$ cat src/rtl/key_conditioner.sv
// rtl/key_conditioner.sv - debounced push-button conditioner with press/release strobes and auto-repeat
module key_conditioner #(
    parameter int DEBOUNCE_CYCLES = 50000,
    parameter int REPEAT_DELAY    = 25000000,
    parameter int REPEAT_PERIOD   = 5000000
) (
    input  logic clock,
    input  logic areset_n,
    input  logic key_n,
    input  logic enable_repeat,
    output logic key_level,
    output logic key_pulse,
    output logic release_pulse,
    output logic repeat_active
);

    localparam int HOLD_MAX = (REPEAT_DELAY > REPEAT_PERIOD) ? REPEAT_DELAY : REPEAT_PERIOD;
    localparam int HOLD_W   = (HOLD_MAX > 1) ? $clog2(HOLD_MAX + 1) : 1;
    // The debounce counter only ever counts 0 .. DEBOUNCE_CYCLES-1
    localparam int DEB_W    = (DEBOUNCE_CYCLES > 1) ? $clog2(DEBOUNCE_CYCLES) : 1;

    localparam logic [DEB_W-1:0]  DEB_LAST    = DEB_W'(DEBOUNCE_CYCLES - 1);
    localparam logic [DEB_W-1:0]  DEB_ONE     = DEB_W'(1);
    localparam logic [HOLD_W-1:0] DELAY_LAST  = HOLD_W'(REPEAT_DELAY - 1);
    localparam logic [HOLD_W-1:0] PERIOD_LAST = HOLD_W'(REPEAT_PERIOD - 1);
    localparam logic [HOLD_W-1:0] HOLD_ONE    = HOLD_W'(1);
    localparam logic [HOLD_W-1:0] HOLD_SAT    = '1;

    typedef enum logic [1:0] {
        ST_UP       = 2'd0,
        ST_DEB_DOWN = 2'd1,
        ST_DOWN     = 2'd2,
        ST_DEB_UP   = 2'd3
    } state_t;

    logic              sync1_q, sync2_q;
    state_t            state_q, state_d;
    logic [DEB_W-1:0]  deb_cnt_q, deb_cnt_d;
    logic [HOLD_W-1:0] hold_cnt_q, hold_cnt_d;
    logic              key_pulse_q, key_pulse_d;
    logic              release_pulse_q, release_pulse_d;
    logic              repeat_active_q, repeat_active_d;
    logic              key_s;
    logic              held;

    // Two-flop synchronizer for the asynchronous button; resets to "released"
    always_ff @(posedge clock or negedge areset_n) begin
        if (!areset_n) begin
            sync1_q <= 1'b1;
            sync2_q <= 1'b1;
        end else begin
            sync1_q <= key_n;
            sync2_q <= sync1_q;
        end
    end

    assign key_s = ~sync2_q;

    // State, counters and registered strobes
    always_ff @(posedge clock or negedge areset_n) begin
        if (!areset_n) begin
            state_q         <= ST_UP;
            deb_cnt_q       <= '0;
            hold_cnt_q      <= '0;
            key_pulse_q     <= 1'b0;
            release_pulse_q <= 1'b0;
            repeat_active_q <= 1'b0;
        end else begin
            state_q         <= state_d;
            deb_cnt_q       <= deb_cnt_d;
            hold_cnt_q      <= hold_cnt_d;
            key_pulse_q     <= key_pulse_d;
            release_pulse_q <= release_pulse_d;
            repeat_active_q <= repeat_active_d;
        end
    end

    // Debounce FSM plus hold/auto-repeat timing; an accepted release wins over a repeat event
    always_comb begin
        state_d         = state_q;
        deb_cnt_d       = deb_cnt_q;
        hold_cnt_d      = hold_cnt_q;
        key_pulse_d     = 1'b0;
        release_pulse_d = 1'b0;
        repeat_active_d = repeat_active_q;
        held            = 1'b0;

        case (state_q)
            ST_UP: begin
                deb_cnt_d = '0;
                if (key_s) begin
                    state_d = ST_DEB_DOWN;
                end
            end
            ST_DEB_DOWN: begin
                if (!key_s) begin
                    state_d   = ST_UP;
                    deb_cnt_d = '0;
                end else if (deb_cnt_q == DEB_LAST) begin
                    state_d         = ST_DOWN;
                    deb_cnt_d       = '0;
                    key_pulse_d     = 1'b1;
                    hold_cnt_d      = '0;
                    repeat_active_d = 1'b0;
                end else begin
                    deb_cnt_d = deb_cnt_q + DEB_ONE;
                end
            end
            ST_DOWN: begin
                held = 1'b1;
                if (!key_s) begin
                    state_d   = ST_DEB_UP;
                    deb_cnt_d = '0;
                end
            end
            ST_DEB_UP: begin
                if (key_s) begin
                    state_d   = ST_DOWN;
                    deb_cnt_d = '0;
                    held      = 1'b1;
                end else if (deb_cnt_q == DEB_LAST) begin
                    state_d         = ST_UP;
                    deb_cnt_d       = '0;
                    release_pulse_d = 1'b1;
                    repeat_active_d = 1'b0;
                    hold_cnt_d      = '0;
                end else begin
                    deb_cnt_d = deb_cnt_q + DEB_ONE;
                    held      = 1'b1;
                end
            end
            default: begin
                state_d   = ST_UP;
                deb_cnt_d = '0;
            end
        endcase

        if (held) begin
            if (!enable_repeat) begin
                hold_cnt_d      = '0;
                repeat_active_d = 1'b0;
            end else if ((!repeat_active_q && hold_cnt_q == DELAY_LAST) ||
                         ( repeat_active_q && hold_cnt_q == PERIOD_LAST)) begin
                key_pulse_d     = 1'b1;
                repeat_active_d = 1'b1;
                hold_cnt_d      = '0;
            end else if (hold_cnt_q != HOLD_SAT) begin
                hold_cnt_d = hold_cnt_q + HOLD_ONE;
            end
        end
    end

    assign key_level     = (state_q == ST_DOWN) || (state_q == ST_DEB_UP);
    assign key_pulse     = key_pulse_q;
    assign release_pulse = release_pulse_q;
    assign repeat_active = repeat_active_q;

endmodule

$ cat config.mk
export PLATFORM = sky130hd
export DESIGN_NAME = key_conditioner
export DESIGN_NICKNAME = d
export VERILOG_FILES = /design/src/rtl/key_conditioner.sv
export SDC_FILE = /design/constraint.sdc
export NUM_CORES = 1
export LEC_CHECK = 0
export ABC_AREA = 1
export ABC_CLOCK_PERIOD_IN_PS = 1950
export CORE_UTILIZATION = 30
export DETAILED_ROUTE_END_ITERATION = 12
export GPL_ROUTABILITY_DRIVEN = 0
export HOLD_SLACK_MARGIN = 0.08
export PLACE_DENSITY = 0.5
export SYNTH_ARGS = -nofsm -noshare
export SYNTH_HDL_FRONTEND = slang
export SYNTH_SLANG_ARGS = --single-unit
$ cat constraint.sdc
create_clock -name clock -period 1.95 [get_ports clock]
set_clock_uncertainty 0.2 [all_clocks]
set_input_delay 0.2925 -clock clock [delete_from_list [all_inputs] [get_ports clock]]
set_output_delay 0.2925 -clock clock [all_outputs]
set_load 0.05 [all_outputs]
# Word-level counts from Yosys, hierarchy flattened
# Index checks and enable logic that the tools add are counted.
[classes]
addsub = 2
mul = 0
div_mod_pow = 0
magnitude_cmp = 0
eq_ne = 11
shifts = 0
muxes = 38
bitwise_logic = 0
reduce_logical = 7
[ops]
columns = ["operator", "n"]
rows = [
  ["25-bit two-way mux", 7],
  ["16-bit two-way mux", 4],
  ["16-bit one-hot mux with 4 select lines", 1],
  ["25-bit one-hot mux with 2 select lines", 1],
  ["25-bit by 1-bit adder with 25-bit output, second input constant", 1],
  ["25-bit by 23-bit equality test with 1-bit output, second input constant", 1],
  ["25-bit equality test, second input constant", 1],
  ["25-bit inequality test, second input constant", 1],
  ["16-bit by 1-bit adder with 16-bit output, second input constant", 1],
  ["16-bit equality test, second input constant", 1],
  ["1-bit two-way mux", 16],
  ["2-bit two-way mux", 6],
  ["2-bit one-hot mux with 4 select lines", 1],
  ["3-bit inequality test, second input constant", 2],
  ["2-bit equality test, second input constant", 2],
  ["2-bit inequality test, second input constant", 2],
  ["1-bit one-hot mux with 2 select lines", 2],
  ["4-bit AND reduction", 1],
  ["2-bit by 1-bit equality test with 1-bit output, second input constant", 1],
  ["1-bit logical AND", 2],
  ["2-bit zero test", 1],
  ["1-bit logical OR", 2],
  ["1-bit zero test", 1],
]
[word_totals]
register_bits = 48
latch_bits = 0
mem_bits_rw = 0
rom_bits = 0
in_bits = 4
out_inout_bits = 4
word_cells = 66
mem_count = 0

# Logic depth before layout (Yosys ltp)
# Gate-level depths: netlist of the first run.
[logic_depth]
depth_word = 8
mapped_depth = 12
mapped_depth_nobuf = 11

# Worst setup path after synthesis of the first run
# Ideal clock, no wire load.
[synth_timing]
path_type = "reg2reg"
from = "register hold_cnt_q[0]"
to = "register hold_cnt_q[11]"
setup_time_ns = 0.066
arrival_ns = 1.588
t_required_ns = 1.684
path_slack_ns = 0.096
stages_incl_launch_ff = 11
n_path_buf = 1
synth_period_minus_slack_ns = 1.854
cell_sequence = "dfrtp_1 > ha_1 > nand3_4 > nor2_2 > nand2_2 > nor2_4 > nand3_4 > buf_6 > nand2_1 > nand4_1 > nand2_1"
[synth_via]
elab_chain_cells = 6
word_cells_on_any_way = 11
cone_classes = "1 x add/sub; 3 x eq/ne; 4 x mux; 3 x reduce/logical"
[synth_lines]
columns = ["item", "line_no", "text"]
rows = [
  ["start: declaration", "39", "logic [HOLD_W-1:0] hold_cnt_q, hold_cnt_d;"],
  ["start signal: assignment", "71", "hold_cnt_q <= hold_cnt_d;"],
  ["parallel branches: the longest is 3 deep, another holds 25-bit by 1-bit adder with 25-bit output", "n/a", ""],
  ["25-bit two-way mux *", "142", "end else if ((!repeat_active_q && hold_cnt_q == DELAY_LAST) ||"],
  ["25-bit two-way mux *", "139", "if (!enable_repeat) begin"],
  ["25-bit two-way mux *", "138", "if (held) begin"],
  ["via hold_cnt_d[11]", "39", ""],
]
# Mark *: on every way through the listed nets, which the timed path passes.
# A chain may end at the register's enable or synchronous reset.

# Worst setup path after layout of the first run
[layout_timing]
from = "register hold_cnt_q[1]"
to = "register hold_cnt_q[19]"
# The elaborated chain is that of the path after synthesis.

==> results.py, run 1 <==
metrics = {
    "logic_synthesis": {
        "yosys_warnings": 0,
        "ys_types": 36,
        "syn_nets": 535,
        "ys_ff_latch": 48,
        "seq_area_frac_synth": 0.3459,
        "synth_area_mm2": 0.003480,
        "synth_cells": 529,
        "postSynthAreaPerCell_um2": 6.578,
    },
    "die": {
        "die_area_mm2": 0.01203,
        "die_h_um": 109.7,
        "die_w_um": 109.7,
        "coreArea_mm2": 0.01108,
        "initial_utilization": 0.3141,
        "io_pins": 8,
        "rows": 38,
    },
    "setup_path": {
        "worst-path-buf-inv": 0,
        "critPathKind": "reg -> reg",
        "cpPeakStageDelay_ps": 400,
        "regToRegSetupSlack_ps": 70,
        "required_ps": 1970,
        "cp.depth": 9,
        "critPathTopFamily": "simple AND/OR/NAND/NOR gates",
        "worstPathMaxFanout": 6,
        "crit_path_cell_trace": "ha_4 -> nand3_4 -> nor2_4 -> nand3_2 -> nor2_4 -> nand3_4 -> nand3_1 -> nand3_1 -> nor2_1",
        "r2r_end": "hold_cnt_q[19]",
        "crit_slowest_cell": "dfrtp_1",
        "r2r_start": "hold_cnt_q[1]",
        "cp-start-kind": "flip-flop",
        "cp-end-kind": "flip-flop",
        "reg2reg_depth": 9,
        "worstPathArrival_ps": 1900,
        "startpoint": "hold_cnt_q[1]",
        "crit_path_end": "hold_cnt_q[19]",
    },
    "detailed_routing": {
        "drc": 0,
        "totalWireLength_um": 10410,
        "avgRoutedWirePerCell_um": 13.87,
        "antenna_left": 0,
        "drt_iter0_markers": 211,
        "via_count": 3635,
        "dr.pass1.iters": 4,
        "via_per_inst": 4.847,
    },
    "cts": {
        "htreeDepth": 2,
        "cts_tree": "done",
        "cts_root_buf": "clkbuf_16",
        "cts_made_buffers": 5,
        "clk_pin_slew_ps": 80,
        "worstSkewPairLatency_ps": 300,
        "clock_path_buffers": 2,
        "cts.sinks": 48,
    },
    "sta": {
        "fin_hold_ws_ps": 159.9,
        "finalHoldViolCount": 0,
        "min_period_ps": 1880,
        "fmax_ghz": 0.5318,
        "rsz0062_at_grt": "true",
        "finalCritPeriodShare": 0.9643,
        "worst_pin_slew_ps": 463.3,
        "setup_viol": 0,
        "setup_ws_ps": 69.56,
        "setup_tns_ps": 0,
        "slew_violations": 0,
        "max_slew_margin": 0.6911,
    },
    "pwr": {
        "power_mw": 2.142,
        "total_leakage_power_nw": 2.235,
        "vdd.ir_drop.worst_uv": 334.9,
        "p_per_area_mw_per_mm2": 455.9,
    },
    "finish": {
        "fill_cells": 1129,
        "final_area_mm2": 0.004700,
        "regArea_mm2": 0.001214,
        "nNetsFinal": 615,
        "multi_input_area_mm2": 0.002177,
        "drive_above_1_share": 0.2885,
        "n_antenna_cell": 0,
        "syn2layout_area_growth_pct": 35.06,
        "final_cells": 750,
        "fin_util": 0.4242,
    },
    "placement": {
        "io_buffers": 7,
        "place_area_mm2": 0.004106,
        "hpwl_um": 7594,
        "pre_cts_slack_ps": -78.86,
        "dp_cells": 725,
    },
    "hold_path": {
        "hold_depth": 0,
        "hp-class": "reg -> reg",
    },
    "global_route": {
        "grt_pass1_wl_um": 17010,
        "antenna_found_initial": 0,
        "grt.overflow.total": 0,
        "grt_max_degree": 28,
        "grt_usage": 0.1832,
        "grt_pass1_vias": 3451,
    },
    "outcome": {
        "status": "complete, no violations",
    },
    "run": {
        "maxCapViolations": 0,
    },
}
## worst min-delay path by stage
stage             start  slack (ps)        endpoint
6_report        sync1_q         160         sync2_q
5_1_grt         sync1_q         170         sync2_q
4_1_cts         sync1_q         160         sync2_q
3_5_place_dp   areset_n          90  hold_cnt_q[11]
3_3_place_gp   areset_n          90   deb_cnt_q[13]
2_1_floorplan  areset_n        -200       async pin
## cell usage in the layout, fill, tap and decap left out, drive strengths merged, types with 2 or more instances in the layout
cell type	count
xor2	8
o21ai	15
clkinvlp	2
nor4	2
buf	85
nor3	10
ha	2
nand3b	3
inv	60
a21oi	4
clkbuf	5
dfrtp	46
clkinv	2
dfstp	2
o22ai	4
nand2	169
xnor2	6
o31ai	2
clkdlybuf4s50	2
nor2	74
nand4	20
nand3	76
o211ai	2
## kinds of logic (layout without fill, tap and decap cells)
| family | count (synthesis) | in the layout | synth area share |
|---|---|---|---|
| AOI/OAI and AO/OA | 33 | 33 | 0.06077 |
| xor gates and xnor gates | 14 | 14 | 0.03524 |
| adders and majority gates | 2 | 2 | 0.007191 |
| buffers and inverters | 77 | 158 | 0.09565 |
| DFF | 48 | 48 | 0.3459 |
| and+or+nand+nor | 355 | 355 | 0.4552 |
## sequential cells by signal, summed over array words and instances (netlist names), named ones only
| signal | cells |
|---|---|
| repeat_active | 1 |
| sync2_q | 1 |
| deb_cnt_q | 16 |
| key_pulse | 1 |
| sync1_q | 1 |
| state_q | 1 |
| hold_cnt_q | 25 |
| release_pulse | 1 |
## cell usage after synthesis
cell | n | share of area
nand2_1 | 164 | 0.18
nand3_1 | 73 | 0.10
nor2_1 | 67 | 0.072
inv_1 | 60 | 0.065
dfrtp_1 | 46 | 0.33
nand4_1 | 20 | 0.036
o21ai_0 | 15 | 0.022
nor3_1 | 10 | 0.014
xor2_1 | 8 | 0.020
xnor2_1 | 6 | 0.015
buf_2 | 5 | 0.0072
nand2_2 | 5 | 0.0090
a21oi_1 | 4 | 0.0058
buf_4 | 4 | 0.0086
clkbuf_1 | 4 | 0.0043
nor2_2 | 4 | 0.0072
o22ai_1 | 4 | 0.0072
buf_6 | 3 | 0.0097
nand3b_1 | 3 | 0.0065
nor2_4 | 3 | 0.0097
dfstp_2 | 2 | 0.015
ha_1 | 2 | 0.0072
nand3_4 | 2 | 0.010
nor4_1 | 2 | 0.0036
o31ai_1 | 2 | 0.0043
a21boi_0 | 1 | 0.0022
a22o_1 | 1 | 0.0025
a31o_2 | 1 | 0.0025
a31oi_1 | 1 | 0.0018
inv_2 | 1 | 0.0011
nand3_2 | 1 | 0.0029
o211ai_1 | 1 | 0.0022
o211ai_4 | 1 | 0.0061
o21a_1 | 1 | 0.0022
o32ai_1 | 1 | 0.0025
or2_2 | 1 | 0.0018
## layer usage
layer | global-route usage | vias to the layer above | wire length [µm] | part of all wire
met2 | 0.2808 | 72 | 4643 | 0.45
li1 | - | 1873 | - | -
met3 | 0.02964 | 19 | 441 | 0.042
met4 | 0.05714 | 0 | 202 | 0.019
met5 | 0 | - | 0 | 0
met1 | 0.2624 | 1671 | 5118 | 0.49
## where the power goes
| group | switching [mW] | internal (mW) | leakage (nW) |
|---|---|---|---|
| clock network | 0.417 | 0.611 | 0.0840 |
| logic | 0.0607 | 0.0398 | 1.61 |
| registers | 0.00887 | 1.00 | 0.542 |
| total | 0.487 | 1.66 | 2.24 |
## layout make-up
| class | instances | share of cell area |
|---|---|---|
| multi-input combinational | 404 | 0.4633 |
| sequential | 48 | 0.2583 |
| timing repair buffer | 88 | 0.1523 |
| inverter | 61 | 0.05059 |
| tap | 140 | 0.03727 |
| clock buffer | 5 | 0.02662 |
| clock inverter | 3 | 0.01012 |
| timing repair inverter | 1 | 0.001597 |
## timing repair
action | CTS | global route
hold endpoints to repair | 15 | 0
gates resized for setup | 7 | 85
setup buffers | 1 | 14
hold buffers | 1 | 0
endpoints found under the setup margin | 34 | 41
pin swaps | 2 | 29
gates cloned | 0 | 1
No activity file was read; power rests on OpenSTA's default activity.
==> run 2, diff against run 1 <==
CORE_UTILIZATION = 56   (was 30)
PLACE_DENSITY = 0.8   (was 0.5)
==> run 2 against run 1 <==
The run now ends with negative setup slack left; non-clock buffer count decreased by 29; first-iteration DRC count increased by 100%; global-route usage increased by 12 points; clock power decreased by 37%; largest cell class unchanged; sequential share of layout area is 2.7 points higher; design area is 8.8% lower; critical endpoint is now hold_cnt_q[8]; sequential cell count stayed put.
==> results.py, run 2 (synthesized netlist as in run 1, its figures left out) <==
metrics = {
    "outcome": {
        "status": "complete, but fails checks",
        "violations": "negative setup slack",
    },
    "detailed_routing": {
        "dr_wl_met3_um": 1099,
        "drt-met1-wl_um": 4227,
        "dr.pass1.iters": 5,
        "top_layer": "met4",
        "met2_length_um": 4578,
        "antenna_left": 0,
        "via_count": 3822,
        "via_per_inst": 5.809,
        "drt_iter0_markers": 429,
        "drc": 0,
        "totalWireLength_um": 10190,
        "avgRoutedWirePerCell_um": 15.48,
    },
    "setup_path": {
        "required_ps": 2010,
        "cp-end-kind": "flip-flop",
        "cp-start-kind": "flip-flop",
        "worstPathArrival_ps": 2120,
        "worstPathMaxFanout": 9,
        "critPathKind": "reg -> reg",
    },
    "cts": {
        "clk_pin_slew_ps": 100,
        "cts_root_buf": "clkbuf_8",
        "htreeDepth": 2,
        "cts.sinks": 48,
        "cts_tree": "done",
        "worstSkewPairLatency_ps": 320,
        "cts_made_buffers": 5,
        "clock_path_buffers": 2,
    },
    "placement": {
        "dp_cells": 631,
        "hpwl_um": 6708,
        "place_area_mm2": 0.003820,
        "pre_cts_slack_ps": -34.86,
        "io_buffers": 7,
    },
    "die": {
        "rows": 28,
        "die_h_um": 80.83,
        "die_area_mm2": 0.006533,
        "coreArea_mm2": 0.005956,
        "die_w_um": 80.83,
        "io_pins": 8,
        "initial_utilization": 0.5842,
    },
    "finish": {
        "syn2layout_area_growth_pct": 23.12,
        "final_common_cell": "nand2_1",
        "most-common-layout-cells": "nand2_1 (149), nand3_1 (65), inv_1 (54)",
        "drive_above_1_share": 0.2521,
        "nNetsFinal": 588,
        "fin_util": 0.7193,
        "final_cells": 658,
        "final_area_mm2": 0.004284,
        "largest_reg_flops": 25,
        "n_antenna_cell": 0,
        "top_register": "hold_cnt_q",
        "largestRegisters": "hold_cnt_q x25, deb_cnt_q x16",
    },
    "sta": {
        "setup_ws_ps": -109.6,
        "rsz0062_at_grt": "true",
        "max_slew_margin": 0.7537,
        "worst_pin_slew_ps": 367.7,
        "finalCritPeriodShare": 1.056,
        "slew_violations": 0,
        "setup_viol": 17,
        "finalHoldViolCount": 0,
        "fmax_ghz": 0.4855,
        "min_period_ps": 2060,
        "fin_hold_ws_ps": 166.7,
        "setup_tns_ps": -949.8,
    },
    "global_route": {
        "antenna_found_initial": 0,
        "grt_max_degree": 49,
        "grt_usage": 0.3021,
        "grt_pass1_wl_um": 15210,
        "grt.overflow.total": 0,
        "grt_pass1_vias": 3293,
    },
    "run": {
        "maxCapViolations": 0,
    },
    "pwr": {
        "total_leakage_power_nw": 2.068,
        "vdd.ir_drop.worst_uv": 515.8,
        "power_mw": 1.759,
        "p_per_area_mw_per_mm2": 410.7,
    },
    "hold_path": {
        "hp-class": "reg -> reg",
    },
}
run 2: final timing paths:
check / cells past startpoint / from / end / slack (ps)
min in group asynchronous: 3 / areset_n / hold_cnt_q[8] / 290
worst min-delay path: 0 / sync1_q / sync2_q / 170
worst min register to register: 0 / sync1_q / sync2_q / 170
worst max-delay path: 9 / hold_cnt_q[1] / hold_cnt_q[8] / -110
worst max register to register: 9 / hold_cnt_q[1] / hold_cnt_q[8] / -110
max in group asynchronous: 3 / areset_n / sync2_q / 950
run 2: report_power, final:
group / switching [mW] / internal (mW)
combinational: 0.0599 / 0.0391
sequential: 0.00802 / 1.00
clock: 0.359 / 0.289
run 2: cell type report:
| type | instances | area, µm² |
|---|---|---|
| clock inverters | 1 | 7.507 |
| repair inverters | 1 | 7.507 |
| inverters | 61 | 236.5 |
| clock buffers | 7 | 86.33 |
| flip-flops and latches | 48 | 1221 |
| repair buffers | 59 | 493.0 |
| multi-input cells | 406 | 2138 |
| fillers | 477 | 1672 |
| well taps | 75 | 93.84 |
run 2: timing repair:
| item | in CTS | in global routing |
|---|---|---|
| setup endpoints to repair | 17 | 37 |
| hold buffers | 1 | 0 |
| gates cloned | 0 | 3 |
| setup buffers | 0 | 15 |
| endpoints found under the hold margin | 48 | 0 |
| resized for setup | 6 | 68 |
| pin swaps | 0 | 19 |
run 2: routing by layer:
metal	GRT usage	vias to the layer above
li1	-	1820
met1	0.4318	1736
met2	0.4664	224
met3	0.05056	42
met4	0.09107	0
met5	0	-
run 2: worst max-delay path, stage by stage (launching register included):
cell and delay (ps):
dfrtp_1 400, ha_4 170, nand3_4 110, nor2_4 130, nand2_2 100, nor2_4 250
nand3_2 270, nand2_1 150, nand4_1 120, nand2_1 100
